$ cat config.mk
export PLATFORM = sky130hd
export DESIGN_NAME = req_dispatcher_flat
export DESIGN_NICKNAME = d
export VERILOG_FILES = /design/src/rtl/req_pkg.sv /design/src/rtl/req_dispatcher_if.sv /design/src/rtl/req_dispatcher_rr_select.sv /design/src/rtl/req_dispatcher.sv /design/src/flat_wrapper.sv
export SDC_FILE = /design/constraint.sdc
export NUM_CORES = 1
export LEC_CHECK = 0
export ABC_AREA = 1
export CORE_UTILIZATION = 53
export DETAILED_ROUTE_END_ITERATION = 6
export GPL_ROUTABILITY_DRIVEN = 0
export HOLD_SLACK_MARGIN = 0.08
export PLACE_DENSITY_LB_ADDON = 0.15
export SYNTH_ARGS = -nofsm -noshare
export SYNTH_HDL_FRONTEND = slang
export SYNTH_SLANG_ARGS = --single-unit
$ cat constraint.sdc
create_clock -name clk -period 6.95 [get_ports clk]
set_clock_uncertainty 0.1 [all_clocks]
set_input_delay 1.39 -clock clk [delete_from_list [all_inputs] [get_ports clk]]
set_output_delay 1.39 -clock clk [all_outputs]
set_load 0.005 [all_outputs]
$ cat src/rtl/req_pkg.sv
// Shared constants and helpers for the request dispatcher and related arbiters.
package req_pkg;

  localparam logic MODE_BROADCAST   = 1'b0;
  localparam logic MODE_ROUND_ROBIN = 1'b1;

  // Index width for n entries, never narrower than one bit.
  function automatic int unsigned clog2(input int unsigned n);
    int unsigned w;
    w = 0;
    for (int unsigned i = 0; i < 32; i++) begin
      if ((64'd1 << i) < 64'(n)) w = i + 1;
    end
    return (w < 1) ? 1 : w;
  endfunction

  // Add 0..3 to a counter, clamping at max instead of wrapping.
  function automatic logic [63:0] sat_add(input logic [63:0] a,
                                          input logic [1:0]  inc,
                                          input logic [63:0] max);
    if ((max - a) < 64'(inc)) return max;
    return a + 64'(inc);
  endfunction

endpackage

$ cat src/rtl/req_dispatcher_if.sv
// Request-ID stream in plus per-channel dispatch strobes out.
interface req_dispatcher_if #(
  parameter int unsigned REQ_ID_WIDTH = 32,
  parameter int unsigned NUM_CH       = 2
);
  logic [REQ_ID_WIDTH-1:0] FIFO_TDATA;
  logic                    FIFO_TVALID;
  logic                    FIFO_TREADY;
  logic [NUM_CH-1:0]       ch_ready;
  logic [NUM_CH-1:0]       req_id_valid;
  logic [REQ_ID_WIDTH-1:0] req_id;

  modport master (
    input  FIFO_TDATA, FIFO_TVALID, ch_ready,
    output FIFO_TREADY, req_id_valid, req_id
  );

  modport slave (
    output FIFO_TDATA, FIFO_TVALID, ch_ready,
    input  FIFO_TREADY, req_id_valid, req_id
  );
endinterface

$ cat src/rtl/req_dispatcher_rr_select.sv
// Rotating-priority finder: first ready index at or after ptr, wrapping modulo NUM_CH.
module rr_select #(
  parameter int unsigned NUM_CH = 2,
  parameter int unsigned PTR_W  = 1
) (
  input  logic [NUM_CH-1:0] ready,
  input  logic [PTR_W-1:0]  ptr,
  output logic [PTR_W-1:0]  sel,
  output logic              any_ready
);

  logic [NUM_CH-1:0] rotated;
  int unsigned       idx;

  always_comb begin
    // Rotate so bit 0 is the channel at ptr; lowest set bit is then the winner.
    rotated = NUM_CH'({ready, ready} >> ptr);
    idx     = 32'(ptr);
    for (int unsigned i = NUM_CH; i > 0; i--) begin
      if (rotated[i-1]) idx = 32'(ptr) + i - 1;
    end
    if (idx >= NUM_CH) idx = idx - NUM_CH;
    sel       = PTR_W'(idx);
    any_ready = |ready;
  end

endmodule

$ cat src/rtl/req_dispatcher.sv
// Single-entry request-ID stage dispatched to NUM_CH consumers, broadcast or round-robin.
module req_dispatcher
  import req_pkg::*;
#(
  parameter int unsigned REQ_ID_WIDTH = 32,
  parameter int unsigned NUM_CH       = 2,
  parameter int unsigned CNT_WIDTH    = 32
) (
  input  logic                 clk,
  input  logic                 reset,
  input  logic                 ignore_rx,
  input  logic                 mode,
  req_dispatcher_if.master     bus,
  output logic [CNT_WIDTH-1:0] presented_count,
  output logic [CNT_WIDTH-1:0] dropped_count,
  output logic                 busy
);

  localparam int unsigned       PTR_W    = clog2(NUM_CH);
  localparam logic [63:0]       CNT_MAX  = 64'({CNT_WIDTH{1'b1}});
  localparam logic [NUM_CH-1:0] ONE_HOT0 = NUM_CH'(1);

  logic                    full;
  logic [REQ_ID_WIDTH-1:0] stage;
  logic [PTR_W-1:0]        rr_ptr;
  logic [PTR_W-1:0]        sel;
  logic [PTR_W-1:0]        next_ptr;
  logic                    any_ready;
  logic                    fire;
  logic                    accept;
  logic [1:0]              drop_inc;

  rr_select #(
    .NUM_CH (NUM_CH),
    .PTR_W  (PTR_W)
  ) u_rr_select (
    .ready     (bus.ch_ready),
    .ptr       (rr_ptr),
    .sel       (sel),
    .any_ready (any_ready)
  );

  always_comb begin
    fire = full & ~ignore_rx &
           ((mode == MODE_ROUND_ROBIN) ? any_ready : (&bus.ch_ready));
    // Refill through fire lets a full stage take a new beat every cycle.
    bus.FIFO_TREADY = ~reset & (ignore_rx | ~full | fire);
    accept          = bus.FIFO_TVALID & bus.FIFO_TREADY;

    bus.req_id_valid = '0;
    if (fire) begin
      bus.req_id_valid = (mode == MODE_ROUND_ROBIN) ? (ONE_HOT0 << sel) : '1;
    end

    drop_inc = ignore_rx ? ({1'b0, accept} + {1'b0, full}) : 2'b00;
    next_ptr = (sel == PTR_W'(NUM_CH - 1)) ? '0 : sel + 1'b1;
  end

  assign bus.req_id = stage;
  assign busy       = full;

  always_ff @(posedge clk or posedge reset) begin
    if (reset) begin
      full  <= 1'b0;
      stage <= '0;
    end else if (ignore_rx) begin
      full <= 1'b0;
    end else if (accept) begin
      full  <= 1'b1;
      stage <= bus.FIFO_TDATA;
    end else if (fire) begin
      full <= 1'b0;
    end
  end

  always_ff @(posedge clk or posedge reset) begin
    if (reset) begin
      rr_ptr <= '0;
    end else if (fire && (mode == MODE_ROUND_ROBIN)) begin
      rr_ptr <= next_ptr;
    end
  end

  always_ff @(posedge clk or posedge reset) begin
    if (reset) begin
      presented_count <= '0;
      dropped_count   <= '0;
    end else begin
      presented_count <= CNT_WIDTH'(sat_add(64'(presented_count), {1'b0, fire}, CNT_MAX));
      dropped_count   <= CNT_WIDTH'(sat_add(64'(dropped_count), drop_inc, CNT_MAX));
    end
  end

endmodule

$ cat src/flat_wrapper.sv
// flat-port wrapper written by rule: the top's interface ports become plain ports
module req_dispatcher_flat import req_pkg::*;
#(
  parameter int unsigned REQ_ID_WIDTH = 32,
  parameter int unsigned NUM_CH       = 2,
  parameter int unsigned CNT_WIDTH    = 32
)
  (clk, reset, ignore_rx, mode, presented_count, dropped_count, busy, bus_FIFO_TDATA, bus_FIFO_TVALID, bus_ch_ready, bus_FIFO_TREADY, bus_req_id_valid, bus_req_id);
  req_dispatcher_if #(.REQ_ID_WIDTH(REQ_ID_WIDTH), .NUM_CH(NUM_CH)) bus_i ();
  input  logic clk;
  input  logic reset;
  input  logic ignore_rx;
  input  logic mode;
  output logic [CNT_WIDTH-1:0] presented_count;
  output logic [CNT_WIDTH-1:0] dropped_count;
  output logic busy;
  input wire logic [$bits(bus_i.FIFO_TDATA)-1:0] bus_FIFO_TDATA;
  input wire logic [$bits(bus_i.FIFO_TVALID)-1:0] bus_FIFO_TVALID;
  input wire logic [$bits(bus_i.ch_ready)-1:0] bus_ch_ready;
  output wire logic [$bits(bus_i.FIFO_TREADY)-1:0] bus_FIFO_TREADY;
  output wire logic [$bits(bus_i.req_id_valid)-1:0] bus_req_id_valid;
  output wire logic [$bits(bus_i.req_id)-1:0] bus_req_id;
  assign bus_i.FIFO_TDATA = bus_FIFO_TDATA;
  assign bus_i.FIFO_TVALID = bus_FIFO_TVALID;
  assign bus_i.ch_ready = bus_ch_ready;
  assign bus_FIFO_TREADY = bus_i.FIFO_TREADY;
  assign bus_req_id_valid = bus_i.req_id_valid;
  assign bus_req_id = bus_i.req_id;
  req_dispatcher #(.REQ_ID_WIDTH(REQ_ID_WIDTH), .NUM_CH(NUM_CH), .CNT_WIDTH(CNT_WIDTH)) u_core (.clk(clk), .reset(reset), .ignore_rx(ignore_rx), .mode(mode), .bus(bus_i), .presented_count(presented_count), .dropped_count(dropped_count), .busy(busy));
endmodule
* Word level (Yosys, flattened, before mapping)
Cells that the tools add are included.
** Operators by class
- $add $sub $neg :: 11
- Reduce and logical (&&, ||, !) cells :: 5
- Muxes and demuxes :: 17
- Order comparisons :: 3
- Shift-type cells :: 2
- Bitwise gates (word level) :: 9
** Operator list (count)
- $mux 32 :: 6
- $sub 32x32->33 const A :: 2
- $lt 64x1->1 :: 1
- $lt 64x2->1 :: 1
- $add 32x1->32 :: 1
- $add 32x2->32 :: 1
- $ge 32x2->1 const B :: 1
- $mux 1 :: 8
- $mux 2 :: 3
- $and 1x1->1 :: 4
- $reduce_and 2->1 :: 2
- $shr 4x1->2 :: 1
- $sub 3x1->4 const B :: 1
- $add 1x2->3 const B :: 1
- $not 1->1 :: 3
- $reduce_bool 3->1 :: 1
- $sub 2x1->3 const B :: 1
- $add 1x1->2 :: 1
- $add 1x1->2 const B :: 1
- $or 1x1->1 :: 2
- $reduce_or 2->1 :: 1
- $shl 1x1->2 const A :: 1
- $add 1x1->1 const B :: 1
- $logic_and 1x1->1 :: 1
- $sub 1x1->1 const B :: 1
** Storage, ports and cells
- Bits in registers :: 98
- Input bits :: 39
- Word-level logic and storage cells :: 52
- Output and inout bits :: 100

* Logic depth before layout (Yosys ltp)
Gate-level depths: netlist (run 1).
- Depth in word-level cells :: 11
- Mapped depth :: 16
- Depth with buffers taken out :: 16

* By module
A second synthesis (run 1) with hierarchy kept.
** Second synthesis, totals
- Cell total of the unflattened synthesis :: 749
- Area, all modules :: 5631.7 µm²
** Modules (own cells, without submodules)
- req_dispatcher :: instances 1, sequential area each 2452.4 µm², cells each 745, area an instance 5612.9 µm²
- rr_select :: instances 1, sequential area each 0.0 µm², cells each 4, area an instance 18.8 µm²

* Least setup slack after synthesis (run 1)
No wires, ideal clock.
- Kind :: input to register
- From :: input reset
- To :: register u_core.dropped_count[20]
- Arrival time :: 5390 ps
- Buffers on the path :: 1
- Cell stages on the path :: 9
- Setup time :: 68 ps
- Path slack :: 1392 ps
- Required time :: 6782 ps
- Cell sequence :: inv_1 > nand4_1 > fa_1 > nor2_4 > nand2_2 > nor2_1 > nand3_2 > buf_6 > nand3_1
** On the way
- Longest elaborated chain between the ends :: 8
- Elaborated cells between the ends (all ways) :: 9
- Classes of those cells :: add/sub: 2; order compare: 1; mux: 3; bitwise: 3
** Ends and longest elaborated chain
- from (decl) :: line flat_wrapper.sv:11 : input logic reset;
- $not 1->1 * :: line req_dispatcher.sv:47 : bus.FIFO_TREADY = ~reset & (ignore_rx | ~full | fire);
- $and 1x1->1 * :: line req_dispatcher.sv:47
- $and 1x1->1 * :: line req_dispatcher.sv:48 : accept = bus.FIFO_TVALID & bus.FIFO_TREADY;
- $add 1x1->2 * :: line req_dispatcher.sv:55 : drop_inc = ignore_rx ? ({1'b0, accept} + {1'b0, full}) : 2'b00;
- $mux 2 * :: line req_dispatcher.sv:55
- $lt 64x2->1 :: line req_pkg.sv:21 : if ((max - a) < 64'(inc)) return max;
- $mux 1 :: line req_pkg.sv:21
- $mux 32 * :: line req_pkg.sv:22 : return a + 64'(inc);
- to (signal assigned) :: line req_dispatcher.sv:90 : dropped_count <= CNT_WIDTH'(sat_add(64'(dropped_count), drop_inc, CNT_MAX));
- to (decl) :: line req_dispatcher.sv:15 : output logic [CNT_WIDTH-1:0] dropped_count,
Every way passes the cells marked *; elsewhere a longest branch is shown, timed or not.
A chain may end at the register's enable or synchronous reset.

* Worst setup path in the final report (run 1)
- From :: input mode
- To :: output bus_FIFO_TREADY
** On the way
- Longest elaborated chain between the ends :: 4
** Ends and longest elaborated chain
- from (decl) :: line flat_wrapper.sv:13 : input logic mode;
- $mux 1 :: line req_dispatcher.sv:45 : ((mode == MODE_ROUND_ROBIN) ? any_ready : (&bus.ch_ready));
- $and 1x1->1 :: line req_dispatcher.sv:44 : fire = full & ~ignore_rx &
- $or 1x1->1 :: line req_dispatcher.sv:47
- $and 1x1->1 :: line req_dispatcher.sv:47
- to (decl) :: line flat_wrapper.sv:20 : output wire logic [$bits(bus_i.FIFO_TREADY)-1:0] bus_FIFO_TREADY;
No other way between the ends.

==> results of run 1 <==
per-stage QoR:
stage / setup WS, ns / total power [µW] / area, µm²
2_1_floorplan: 1.392 / 783.6 / 5436
3_3_place_gp: 1.776 / 949.9 / 6885
3_5_place_dp: 1.623 / 959.1 / 6885
4_1_cts: 1.942 / 1345 / 7084
5_1_grt: 1.683 / 1405 / 7084
6_report: 1.912 / 1335 / 7084
layout make-up:
| cell class | count | area (µm²) | share of cell area |
|---|---|---|---|
| Tap cell | 133 | 166.4 | 0.02349 |
| Inverter | 58 | 220.2 | 0.03108 |
| Sequential cell | 98 | 2452 | 0.3462 |
| Timing Repair Buffer | 141 | 1404 | 0.1982 |
| Clock buffer | 10 | 127.6 | 0.01801 |
| Multi-Input combinational cell | 557 | 2643 | 0.3730 |
| Clock inverter | 6 | 71.32 | 0.01007 |
layer usage:
layer  vias to the layer above  track usage  wire (µm)
li1                       2584            -          -
met1                      2526       0.3837       6228
met2                       229       0.4467       6860
met3                        25      0.07392       1144
met4                         0      0.09426        245
met5                         -            0          0
logic make-up (layout without fill, tap and decap cells):
family          count (synthesis)  count (layout)
simple gates                  514             514
flops                          98              98
buf+inv                        76             215
xor+xnor                       20              20
compound gates                 16              16
fa+ha+maj                       7               7
cells in the final DEF (no fill, tap or decap), types with 5 or more instances in the layout:
master,netlist,routed
nand3_1,46,46
nand2_1,284,284
inv_1,57,56
clkbuf_8,0,9
or2_2,5,5
clkdlybuf4s50_1,0,138
ha_1,6,6
nor2_1,100,100
o21ai_0,10,10
dfrtp_1,98,98
xor2_1,11,11
nand3b_1,26,26
xnor2_1,9,9
nand4_1,37,37
registers in the layout, summed over array words and instances, names as in the netlist:
signal / count
u_core.bus.req_id: 32
u_core.dropped_count: 32
u_core.presented_count: 32
u_core.busy: 1
u_core.rr_ptr: 1
report_power, final:
group          switching, µW  leakage, µW  internal, µW  total (µW)
sequential              55.0      0.00130           630         685
clock                    216    0.0000992           171         387
combinational            110      0.00185           154         264
final timing paths:
| check | to | slack (ns) |
|---|---|---|
| setup / recovery | bus_FIFO_TREADY | 1.91 |
| hold / removal | u_core.bus.req_id[9] | 0.38 |
| setup reg to reg | u_core.dropped_count[31] | 3.13 |
| hold reg to reg | u_core.bus.req_id[9] | 0.38 |
| max in group asynchronous | u_core.dropped_count[31] | 4.23 |
| min in group asynchronous | u_core.bus.req_id[23] | 1.33 |
worst register-to-register path, delay by kind of cell, from the launching register on:
kind                     cells  cell delay, ns
AO/OA/AOI/OAI                2            0.88
adder cells (fa/ha/maj)      2            0.61
buffers and inverters        2            0.18
flip-flops                   1            0.44
AND/OR/NAND/NOR              7            1.52
synthesized netlist by cell type (all sizes together), types with 2 or more instances:
cell type / instances / area, µm²
a21oi: 4 / 31.28
buf: 11 / 97.58
clkbuf: 7 / 26.28
dfrtp: 98 / 2452
ha: 6 / 75.07
inv: 57 / 214.0
nand2: 288 / 1091
nand3: 50 / 277.8
nand3b: 26 / 195.2
nand4: 37 / 231.5
nor2: 105 / 426.7
nor3: 2 / 15.01
o21ai: 10 / 50.05
or2: 5 / 31.28
xnor2: 9 / 78.83
xor2: 11 / 96.34
==> metrics.md, run 1 <==
| Metric | Value |
|---|---|
| Outcome | `complete, no violations` |
| HP Start | `u_core.bus.req_id[9]` |
| Drc violations | `0` |
| Worst-path clk slew | `roughly 0.09 ns` |
| Main combinational cell family by area after synthesis | `simple AND/OR/NAND/NOR gates` |
| Mapped Nets | `777` |
| Setup violators final | `0` |
| Fin cells | `around 1k` |
| Detail Placement HPWL | `around 11 mm` |
| CTS Buffer Depth | `2` |
| TritonRoute pass-1 iters | `7` |
| Num CTS Buffers | `9` |
| Register area share after synthesis | `0.4511` |
| Synth Instances | `approximately 730` |
| P&R area growth vs syn | `30.31%` |
| Share of layout cells above drive strength 1 | `0.04598` |
| Initial antenna violation count | `0` |
| Core Area | `between 9000 and 10000 µm²` |
| Crit path max-delay family | `buffers and inverters` |
| Worst setup startpoint | `mode` |
| CP required | `~5.5 ns` |
| Max Slew Vio Count | `0` |
| Crit Path Class | `in2out` |
| PortBufs | `approximately 140` |
| First-pass GRT wire length | `23.25 mm` |
| Hold depth | `2` |
| Clk root buf | `clkbuf_8` |
| Synth async-reset ratio | `1.000` |
| Post-synthesis compound-gate area fraction | `0.01795` |
| Gr usage total | `0.2838` |
| Mux contribution to synthesized area | `0` |
| EDFF count, synth | `0` |
| ANT nets after route | `0` |
| Diode count | `0` |
| FP Rows | `36` |
| Worst skew pair latency | `around 0.38 ns` |
| CP endpoint kind | `output pin` |
| PD cells | `approximately 190 nW/µm²` |
| Startpoint Class | `input pin` |
| Hold Buf Count CTS | `0` |
| Adder-cell share of the synthesized area | `0.01749` |
| Final Cycle Share | `0.7249` |
| Worst Tran Pin Value | `~0.9 ns` |
| Nets | `approximately 910` |
| Chip height | `103.3 µm` |
| CP dominant cell by count | `clkdlybuf4s50_1` |
| Sink Count | `98` |
| Yosys cell types | `30` |
| Reg-to-reg critical path startpoint | `u_core.busy` |
| Max_slew headroom | `0.4048` |
| WL/cell | `14.43 µm` |
| Clock tree from TritonCTS | `done` |
| Vias in the first global route | `about 4.9k` |
| Top Ports | `around 140` |
| Die width | `103.3 µm` |
| Crit-path max FO | `35` |
| Filler cell count | `781` |
| Hold Path Class | `reg2reg` |
| Largest net degree at the start of global routing | `between 60 and 70` |
| Initial Utilization | `0.5511` |
| Grt total ovfl | `0` |
| Simple-gate share of the synthesized area | `0.4184` |
| WP depth | `6` |
| # resized after CTS | `0` |
| RSZ-0062 raised after global routing | `no` |
| Vias | `about 5.4k` |
| Largest stage delay, worst path | `between 0.7 and 0.8 ns` |
| Xor/xnor cell area share of the yosys netlist | `0.03222` |
| Buf+Inv Stages, Crit Path | `3` |
| Starting DRT DRC Count | `just under 300` |
| Hold slack | `between 0.3 and 0.4 ns` |
| YS warnings | `0` |
| Post-layout util | `0.7182` |
| H-Tree Depth | `3` |
| Post-Syn Area | `5436 µm²` |
| Max Clk Rate | `0.1985 GHz` |
| LEAKAGE | `between 0.003 and 0.004 µW` |
| Post-CTS setup buffers | `0` |
| Synthesis-stage register bit count | `between 90 and 100` |
| Min Tclk post-route | `~5.0 ns` |
| FF-to-FF path depth | `13` |
| Worst VDD drop | `~0.00016 V` |
| Placed cells | `roughly 990` |
| Avg Inst Size Synth | `between 7 and 8 µm²` |
| Routed WL | `between 10 and 15 mm` |
| Max stage delay cell, worst path | `a21oi_4` |
| Post-synth top flop | `dfrtp_1` |
| Final TNS setup | `0 ns` |
| Vias per cell | `about 5.3` |
| Max-cap violation count | `0` |
| CP Cell Sequence | `clkdlybuf4s50_1, inv_1, nand2_1, nand2_2, a21oi_4, clkdlybuf4s50_1` |
| DIE AREA | `~11000 µm²` |
| Arrival time at the worst endpoint | `between 3 and 4 ns` |
| Final Hold Viols | `0` |
Power figures use the tool's default switching activity.
==> run 2, diff against run 1 <==
CORE_UTILIZATION = 45   (was 53)
clock period = 4 ns   (was 6.95 ns; I/O delays follow)
==> run 2 against run 1 <==
  * The run now ends with design-rule violations left
  * Sequential power is 72% higher
  * Sequential share of layout area is 0.74 points lower
  * Clock-buffer cell count is 1 higher
  * Power is 90% higher
  * Hold slack worse by 0.012 ns
  * Via count is 1.0% lower
  * Utilization is 9.5 points lower
  * Sequential cell count stayed put
  * First-iteration DRC count is 37% higher
  * Cell count is 1.4% higher
  * Largest power group unchanged
==> metrics.md, run 2 (synthesized netlist as in run 1, its figures left out) <==
| Metric | Value |
|---|---|
| Hold Buf Count CTS | `0 (unchanged)` |
| Met2 usage | `0.3822 (-0.06447)` |
| Post-CTS setup buffers | `0 (unchanged)` |
| Place WS | `0.3646 ns (-1.259 ns)` |
| Hold slack | `0.3676 ns (-0.01163 ns)` |
| Num CTS Buffers | `9 (unchanged)` |
| PD cells | `349.8 nW/µm² (+86%)` |
| Failing checks | `design-rule violations` |
| Worst Tran Pin Value | `0.8538 ns (-0.03694 ns)` |
| RSZ-0062 raised after global routing | `no` |
| Detail Placement HPWL | `10.88 mm (+3.2%)` |
| CP required | `3.10 ns (-2.36 ns)` |
| Hold Path Class | `reg2reg` |
| Final Cycle Share | `0.8290` |
| Vias | `5310 (-1.0%)` |
| Most crowded layer after global routing | `met2` |
| Crit-path max FO | `3 (-91%)` |
| Vias in the first global route | `5035 (+3.4%)` |
| Max Slew Vio Count | `0 (unchanged)` |
| Largest net degree at the start of global routing | `67 (-2.9%)` |
| Sink Count | `98 (unchanged)` |
| Overall Power | `2532 µW (+90%)` |
| LEAKAGE | `0.003327 µW (+2.4%)` |
| M1 GR Usage | `0.3347 (-0.04893)` |
| ANT nets after route | `0 (unchanged)` |
| Outcome | `complete, but fails checks` |
| CP endpoint kind | `output pin` |
| CP dominant cell by count | `clkdlybuf4s50_1` |
| Share of layout cells above drive strength 1 | `0.05378 (+0.007799)` |
| WL/cell | `14.60 µm (+1.1%)` |
| M3 GR Usage | `0.08220 (+0.008275)` |
| Most common cell after layout, fill and taps aside | `nand2_1` |
| DIE AREA | `12530 µm² (+17%)` |
| Top Ports | `139 (unchanged)` |
| FP Rows | `39 (+8.3%)` |
| Final Hold Viols | `0 (unchanged)` |
| P&R area growth vs syn | `33.14%` |
| Die width | `111.9 µm (+8.4%)` |
| Startpoint Class | `input pin` |
| Nets | `915 (+0.44%)` |
| Routed WL | `14.85 mm (+2.6%)` |
| Worst skew pair latency | `0.35 ns (-0.03 ns)` |
| Placed cells | `1001 (+1.4%)` |
| Post-layout util | `0.6232 (-0.09491)` |
| Setup violators final | `0 (unchanged)` |
| Most frequent cells in the layout | `nand2_1 (284), clkdlybuf4s50_1 (138), nor2_1 (98), dfrtp_1 (98), inv_1 (56)` |
| Gr usage total | `0.2511 (-0.03273)` |
| Chip height | `111.9 µm (+8.4%)` |
| Worst VDD drop | `0.0002516 V (+59%)` |
| TritonRoute pass-1 iters | `7 (unchanged)` |
| Core Area | `11610 µm² (+18%)` |
| First-pass GRT wire length | `24.92 mm (+7.2%)` |
| Drc violations | `6 (+6)` |
| H-Tree Depth | `3 (unchanged)` |
| Reg2reg setup slack | `1.37 ns (-1.76 ns)` |
| Min Tclk post-route | `roughly 3.3 ns` |
| Max stage delay cell, worst path | `clkdlybuf4s50_1` |
| Max Clk Rate | `approximately 0.30 GHz` |
| Final worst-path setup slack | `0.6839 ns (-1.228 ns)` |
| Max_slew headroom | `0.4308 (+0.02595)` |
| PortBufs | `138 (unchanged)` |
| CTS Buffer Depth | `2 (unchanged)` |
| # resized after CTS | `0 (unchanged)` |
| Largest stage delay, worst path | `0.51 ns (-0.20 ns)` |
| Crit Path Class | `in2out` |
| CP Cell Sequence | `clkdlybuf4s50_1, nor2_1, nand2_1, a21oi_1, clkdlybuf4s50_1` |
| Worst-path clk slew | `0.06 ns (-0.03 ns)` |
| Diode count | `0 (unchanged)` |
| Starting DRT DRC Count | `396 (+37%)` |
| Vias per cell | `5.221 (-2.4%)` |
| Clk root buf | `clkbuf_16` |
| Arrival time at the worst endpoint | `2.42 ns (-1.13 ns)` |
| Fin cells | `1017 (+1.4%)` |
| Initial antenna violation count | `0 (unchanged)` |
| Grt total ovfl | `0 (unchanged)` |
| Clock tree from TritonCTS | `done` |
| Max-cap violation count | `0 (unchanged)` |
| Initial Utilization | `0.4681 (-0.08301)` |
## run 2: changes by cell type in the layout (fill, tap and decap cells not counted)
| cell | change |
|---|---|
| nor2_1 | -2 |
| inv_8 | -1 |
| buf_4 | +4 |
| clkbuf_8 | -8 |
| clkinv_2 | +2 |
| nand2_4 | +1 |
| inv_4 | -1 |
| inv_6 | -2 |
| clkbuf_16 | +9 |
| fa_1 | -1 |
| clkinv_4 | +1 |
| fa_2 | +1 |
| nand2_2 | -1 |
| nor2_2 | +2 |
## run 2: worst paths after layout
path | startpoint | endpoint | cells past startpoint
max in group asynchronous | reset | u_core.bus.req_id[17] | 4
worst min register to register | u_core.bus.req_id[23] | u_core.bus.req_id[23] | 2
min in group asynchronous | reset | u_core.dropped_count[1] | 3
worst max-delay path | ignore_rx | bus_req_id_valid[1] | 5
worst min-delay path | u_core.bus.req_id[23] | u_core.bus.req_id[23] | 2
worst max register to register | u_core.busy | u_core.dropped_count[20] | 14
## run 2: where the power goes
| part | total (µW) | internal [µW] | switching (µW) |
|---|---|---|---|
| Clock | 883 | 500 | 382 |
| Combinational | 465 | 270 | 195 |
| Sequential | 1180 | 1090 | 89.5 |
| Total | 2530 | 1870 | 667 |
## run 2: metrics by stage
step	area, µm²	TNS [ns]
4_1_cts	7238	0
6_report	7238	0
5_1_grt	7238	0
2_1_floorplan	5453	-9.167
3_3_place_gp	6942	0
3_5_place_dp	6942	0
## run 2: cell type report
type                            instances  area (µm²)
Fill cell                            1022        4375
Multi-Input combinational cell        557        2655
Sequential cell                        98        2452
Timing Repair Buffer                  145        1434
Clock buffer                           11       242.7
Inverter                               58       221.5
Tap cell                              143       178.9
Clock inverter                          5       53.80
## run 2: routing by layer
layer	share of wire	vias up
met1	0.44	2470
li1	-	2607
met5	0	-
met3	0.098	18
met4	0.016	0
met2	0.45	215
## run 2: critical path, delay by kind of cell
family                 cells  cell delay, ns
and+or+nand+nor            2            0.50
AOI/OAI and AO/OA          1            0.14
buffers and inverters      2            0.96
